===== src/rtl/tiny_alu.sv =====
// tiny_alu: 8-bit ALU with start/done handshake; add/and/xor in one cycle, mul over three edges
module tiny_alu (
  input  logic        clk,
  input  logic        reset_n,
  input  logic [7:0]  A,
  input  logic [7:0]  B,
  input  logic [2:0]  op,
  input  logic        start,
  output logic        done,
  output logic [15:0] result
);
  typedef enum logic [1:0] {IDLE, MUL1, MUL2} state_t;
  state_t state, state_n;
  logic [7:0] a_q, b_q;
  logic [15:0] result_n;
  logic done_n, accept, is_mul;
  always_comb begin
    accept = state == IDLE && start && !done && op != 3'd0 && op <= 3'd4;
    is_mul = op == 3'd4;
    state_n = state;
    done_n = 1'b0;
    result_n = result;
    case (state)
      IDLE: begin
        state_n = accept && is_mul ? MUL1 : IDLE;
        done_n = accept && !is_mul;
        result_n = !(accept && !is_mul) ? result :
                   op == 3'd1 ? {7'b0, {1'b0, A} + {1'b0, B}} :
                   op == 3'd2 ? {8'b0, A & B} : {8'b0, A ^ B};
      end
      MUL1: state_n = MUL2;
      MUL2: begin
        state_n = IDLE;
        done_n = 1'b1;
        result_n = {8'b0, a_q} * {8'b0, b_q};
      end
      default: state_n = IDLE;
    endcase
  end
  always_ff @(posedge clk or negedge reset_n) begin
    if (!reset_n) begin
      state <= IDLE;
      done <= 1'b0;
      result <= 16'h0000;
      a_q <= 8'h00;
      b_q <= 8'h00;
    end else begin
      state <= state_n;
      done <= done_n;
      result <= result_n;
      if (accept && is_mul) begin
        a_q <= A;
        b_q <= B;
      end
    end
  end
endmodule


===== config.mk =====
export PLATFORM = sky130hd
export DESIGN_NAME = tiny_alu
export DESIGN_NICKNAME = d
export VERILOG_FILES = /design/src/rtl/tiny_alu.sv
export SDC_FILE = /design/constraint.sdc
export NUM_CORES = 1
export LEC_CHECK = 0
export ABC_CLOCK_PERIOD_IN_PS = 8000
export CORE_ASPECT_RATIO = 0.9
export CORE_MARGIN = 2
export CORE_UTILIZATION = 30
export DETAILED_ROUTE_END_ITERATION = 16
export SYNTH_ARGS = -nofsm -noshare
export SYNTH_HDL_FRONTEND = slang
export SYNTH_SLANG_ARGS = --single-unit

===== constraint.sdc =====
create_clock -name clk -period 8 [get_ports clk]
set_clock_uncertainty 0.2 [all_clocks]
set_input_delay 2 -clock clk [delete_from_list [all_inputs] [get_ports clk]]
set_output_delay 2 -clock clk [all_outputs]
set_load 0.02 [all_outputs]

==> impl_metrics.tcl <==
set metrics [dict create \
    standard_cell_rows 40 \
    h-tree-depth 2 \
    grt_pass1_vias 3567 \
    grtUsageTotal 0.154 \
    timing.final.crit_share 0.606 \
    yosysWarnings 0 \
    fp.dieArea_um2 14400 \
    min-delay-path-class "reg -> reg" \
    power-per-cell-area_nw_per_um2 261 \
    floorplan.die.width_um 126 \
    routed_wire_length_per_instance_um 15.9 \
    setup.worst_path.end_class "flop" \
    clockRootBuffer "sky130_fd_sc_hd__clkbuf_16" \
    place_ws_ps 3160 \
    num_antenna_cells 0 \
    core_area_um2 13300 \
    route.final.wire_length_um 10600 \
    leakagePower_nw 2.31 \
    dominantRegCellSynth "sky130_fd_sc_hd__dfrtp_1" \
    worst_skew_pair.late_latency_ps 280 \
    remaining_drc_errors 0 \
    drt_first_pass_iters 5 \
    most-common-layout-cells "sky130_fd_sc_hd__nand2_1, sky130_fd_sc_hd__inv_1, sky130_fd_sc_hd__and2_1, sky130_fd_sc_hd__ha_1" \
    vias_per_cell 5.07 \
    outcome "finished, final reports clean" \
    hold_violations_final 0 \
    synth-edff-count 0 \
    setup_slack_ps 3150 \
    synthToLayoutAreaGrowth_pct 17.2 \
    achievable-frequency_mhz 206 \
    initial_utilization 0.305 \
    vdd.ir_drop.worst_mv 0.105 \
    clk_pin_slew_ps 60 \
    vias 3386 \
    critical_path_class "reg -> reg" \
    detail-route-antenna-nets 0 \
    top_level_ports 39 \
    ys_async_sr_fraction 1.00 \
    layout.cells.most_common "sky130_fd_sc_hd__nand2_1" \
    report.power.total_w 0.00124 \
    cts_repair_resize_count 0 \
    place.gp.congestion 0.835 \
    grt.overflow.total 0 \
    finish.net_count 603 \
    actual_slew_at_the_worst_max_slew_pin_ps 1230 \
    setup_repair_after_global_routing_missed_its_margin "false" \
    drive_gt1_frac 0.0340 \
    avgSynthCellArea_um2 8.70 \
    yosys_register_bits 35 \
    synth_area_um2 4040 \
    cts_hold_buffers 0 \
    detailedPlacementHpwl_um 8490 \
    maxCapViolCount 0 \
    timing.max_slew.rel_slack 0.178 \
    placement.io_buffers 38 \
    cts_max_path_buffers 2 \
    placedCellCount 661 \
    numCtsBuffers 5 \
    initialDrtViolationCount 139 \
    critPathMaxFanout 9 \
    grt_pass1_wl_um 18000 \
    synthDistinctLibCells 50 \
    layoutNonFillerInstCount 668 \
    worstPathArrival_ps 4820 \
    post-route-min-period_ps 4850 \
    clock_sinks 35 \
    crit_required_ps 7970 \
    synth_seq_area_share 0.217 \
    synth_nets 568 \
    syn-instance-count 465 \
    antenna_violations_before_repair 0 \
    die-height_um 114 \
    clock_tree_from_tritoncts "built" \
    timing_max_transition_violations_final 0 \
    fin_setup_tns_ps 0 \
    postCtsSetupRepairBufs 0 \
    grt_max_degree 36 \
    report.final.setup_viol 0 \
    timing.critical_path.from_type "flop" \
]
state kept, by name, summed over array words and instances (netlist names):
signal  flops
result     16
b_q         8
state       2
a_q         8
done        1
cells in the mapped netlist (all sizes together) (5+ instances only):
master,n,area share
o211ai,5,0.0093
a21oi,22,0.027
nor2,17,0.018
and2,51,0.079
o21a,6,0.011
nor3b,5,0.012
nor2b,6,0.0093
o21ai,22,0.027
ha,44,0.14
fa,37,0.18
inv,59,0.055
nand3,8,0.0099
dfrtp,35,0.22
nand2,71,0.066
clkbuf,10,0.0093
a31oi,6,0.0093
power by group:
group          switching [W]  leakage [nW]  internal [W]
clock              0.0000732        0.0727      0.000122
sequential         0.0000635         0.445      0.000221
combinational       0.000434          1.79      0.000327
kinds of logic (layout without fill, tap and decap cells):
group,after synthesis,count (layout),synth area share
AO/OA/AOI/OAI,91,91,0.146
XOR/XNOR,6,6,0.0130
buffers and inverters,71,106,0.0665
multiplexers,3,3,0.00743
flip-flops,35,35,0.217
AND/OR/NAND/NOR,178,178,0.231
adder cells (fa/ha/maj),81,81,0.319
critical path: stages (launching register included):
cell and delay, ps:
sky130_fd_sc_hd__dfrtp_1 470, sky130_fd_sc_hd__and2_1 220, sky130_fd_sc_hd__fa_1 500, sky130_fd_sc_hd__fa_1 520, sky130_fd_sc_hd__fa_1 550, sky130_fd_sc_hd__inv_1 60
sky130_fd_sc_hd__fa_1 530, sky130_fd_sc_hd__inv_1 40, sky130_fd_sc_hd__ha_1 340, sky130_fd_sc_hd__and2_1 220, sky130_fd_sc_hd__or2_0 240, sky130_fd_sc_hd__o221a_2 300
sky130_fd_sc_hd__or3_1 310, sky130_fd_sc_hd__a32o_1 240
layer usage:
layer | vias up | track usage | share of wire | wire, µm
met5 | - | 0 | 0 | 0
met1 | 1670 | 0.204 | 0.46 | 4920
met3 | 13 | 0.0201 | 0.036 | 386
li1 | 1627 | - | - | -
met2 | 76 | 0.267 | 0.49 | 5170
met4 | 0 | 0.0396 | 0.015 | 161
through the flow:
stage          hold slack (ps)  utilization  area (µm²)
2_1_floorplan              289            -        4040
3_3_place_gp               270        0.347        4600
3_5_place_dp               278        0.347        4600
4_1_cts                    293        0.357        4740
5_1_grt                    325        0.357        4740
6_report                   283        0.357        4740
final cells by class:
class	instances	area (µm²)
clock inverter	1	5.00
multi-input combinational	359	2900
tap	168	210
fill	1366	8520
inverter	59	221
timing repair buffer	40	390
sequential	35	876
clock buffer	6	139
path summary, 6_finish.rpt:
check / startpoint / to / slack, ps / cells after the start
worst min-delay path: result[15]$_DFFE_PN0P_ / result[15]$_DFFE_PN0P_ / 280 / 2
worst min register to register: result[15]$_DFFE_PN0P_ / result[15]$_DFFE_PN0P_ / 280 / 2
min in group asynchronous: reset_n / result[0]$_DFFE_PN0P_ / 1620 / 1
max in group asynchronous: reset_n / result[10]$_DFFE_PN0P_ / 5460 / 1
worst max register to register: a_q[2]$_DFFE_PN0P_ / result[14]$_DFFE_PN0P_ / 3150 / 13
worst max-delay path: a_q[2]$_DFFE_PN0P_ / result[14]$_DFFE_PN0P_ / 3150 / 13
Note: power is estimated with default switching activity, not from simulation.
==> patch: new RTL, same flow settings <==
Re-encode `state_t` (3 states) as one-hot, 3 bits wide.
--- a/src/rtl/tiny_alu.sv
+++ b/src/rtl/tiny_alu.sv
@@ -10,5 +10,5 @@
   output logic [15:0] result
 );
-  typedef enum logic [1:0] {IDLE, MUL1, MUL2} state_t;
+  typedef enum logic [2:0] {IDLE = 3'b001, MUL1 = 3'b010, MUL2 = 3'b100} state_t;
   state_t state, state_n;
   logic [7:0] a_q, b_q;
Check against the original RTL: same outputs for any inputs over 4 cycles, from zero or initial values and one cycle with reset_n low; so few cycles prove little.
==> patch against the original RTL <==
Combinational power increased by 84%. Routed wire length decreased by 5.9%. Via count is 3.5% lower. Sequential cell count up 1. Worst hold slack gained 0.014 ns. Critical endpoint is now result[13]$_DFFE_PN0P_. Setup slack better by 0.11 ns. Area after synthesis did not move. Count of clock-buffer cells in the layout is 1 higher. Total power increased by 54%. Final area increased by 0.48%.
==> patch: results (changes against the original RTL) <==
routing:
  wl_met2_mm: 4.630  # -10%
  wl_met1_mm: 4.887  # -0.73%
  vias_per_cell: 5.060  # -0.17%
  met3WireLength_um: 413  # +7.0%
  dr.pass1.iters: 4  # -1
  drtIter0Drc: 153  # +10%
  wl_per_cell_um: 15.50  # -2.7%
finish:
  multiInputGateArea_um2: 2859  # -1.4%
  final-clk-cell-share: 0.03835  # +0.007999
  final_nets: 580  # -3.8%
  n_all_inverters: 61  # +3.4%
  nFillCells: 1318  # -3.5%
  buffer_area_frac: 0.07880  # -0.003541
  fin_cells: 646  # -3.3%
  seq_share: 0.1894  # +0.004643
  drive_gt1_frac: 0.06695  # +0.03295
  nNonClkBuffers: 38  # -5.0%
  multi_input_cells: 335  # -6.7%
  clkbuf_count: 7  # +1
power:
  p_leak_nw: 2.225  # -3.5%
  vdd_ir_drop_max_uv: 208.3  # +98%
  cell_internal_pwr_w: 0.001000  # +49%
clock_network:
  cts_num_sinks: 36  # +2.9%
logic_synthesis:
  syn_inst: 442  # -4.9%
  synthTopCellsByArea: "dfrtp_1 22%, fa_1 18%, ha_1 14%"
  syn_avg_cell_area_um2: 9.149  # +5.2%
place:
  placedInstanceArea_um2: 4581  # -0.35%
  pre_cts_ws_ns: 3.348  # +0.1920 ns
  place_inst: 638  # -3.5%
grt:
  grt_max_degree: 37  # +2.8%
  grt_util_met2: 0.2328  # -0.03458
  grt_pass1_wl_mm: 17.04  # -5.1%
  gr-usage-all-layers: 0.1455  # -0.008559
  use_met3: 0.02056  # +0.0004673
  grt_use_met1: 0.2130  # +0.009352
  grt_pass1_vias: 3409  # -4.4%
critical_path:
  rr_startpoint: "a_q[1]$_DFFE_PN0P_"
  r2r_cells: 14  # +1
  worstSetupStartpointType: "register"
  cp_slowest_stage_delay_ns: 0.58  # +0.03 ns
  r2r-end: "result[13]$_DFFE_PN0P_"
run_status:
  status: "completed"
sta:
  min_period_ns: 4.739  # -0.1103 ns
  timing.hold.ws_ns: 0.2962  # +0.01357 ns
  worstMarginPinSlew_ns: 0.8516  # -0.3789 ns
[patch: cell types whose count changed in the layout (fill, tap and decap cells not counted), moves of 3 or more]
cell | before | now
nor3_1 | 3 | 7
mux2_2 | 0 | 14
o21bai_1 | 1 | 4
nand3_1 | 8 | 4
xnor2_1 | 3 | 7
nor2_1 | 16 | 23
nand2_1 | 71 | 36
a21oi_1 | 22 | 19
o21a_1 | 6 | 3
[patch: logic make-up after synthesis]
family,synth area share
AO/OA/AOI/OAI,0.1346
XOR/XNOR,0.02166
adder cells (fa/ha/maj),0.3193
buffers and inverters,0.06993
flip-flops,0.2231
multiplexers,0.04146
AND/OR/NAND/NOR,0.1900
[patch: power by group through the flow]
stage,registers (W),clock network (W),logic (W)
floorplan,0.000261,0,0.00105
global placement,0.000274,0,0.00135
detailed placement,0.000275,0,0.00137
CTS,0.000272,0.000250,0.00140
global route,0.000279,0.000256,0.00160
finish,0.000272,0.000243,0.00140
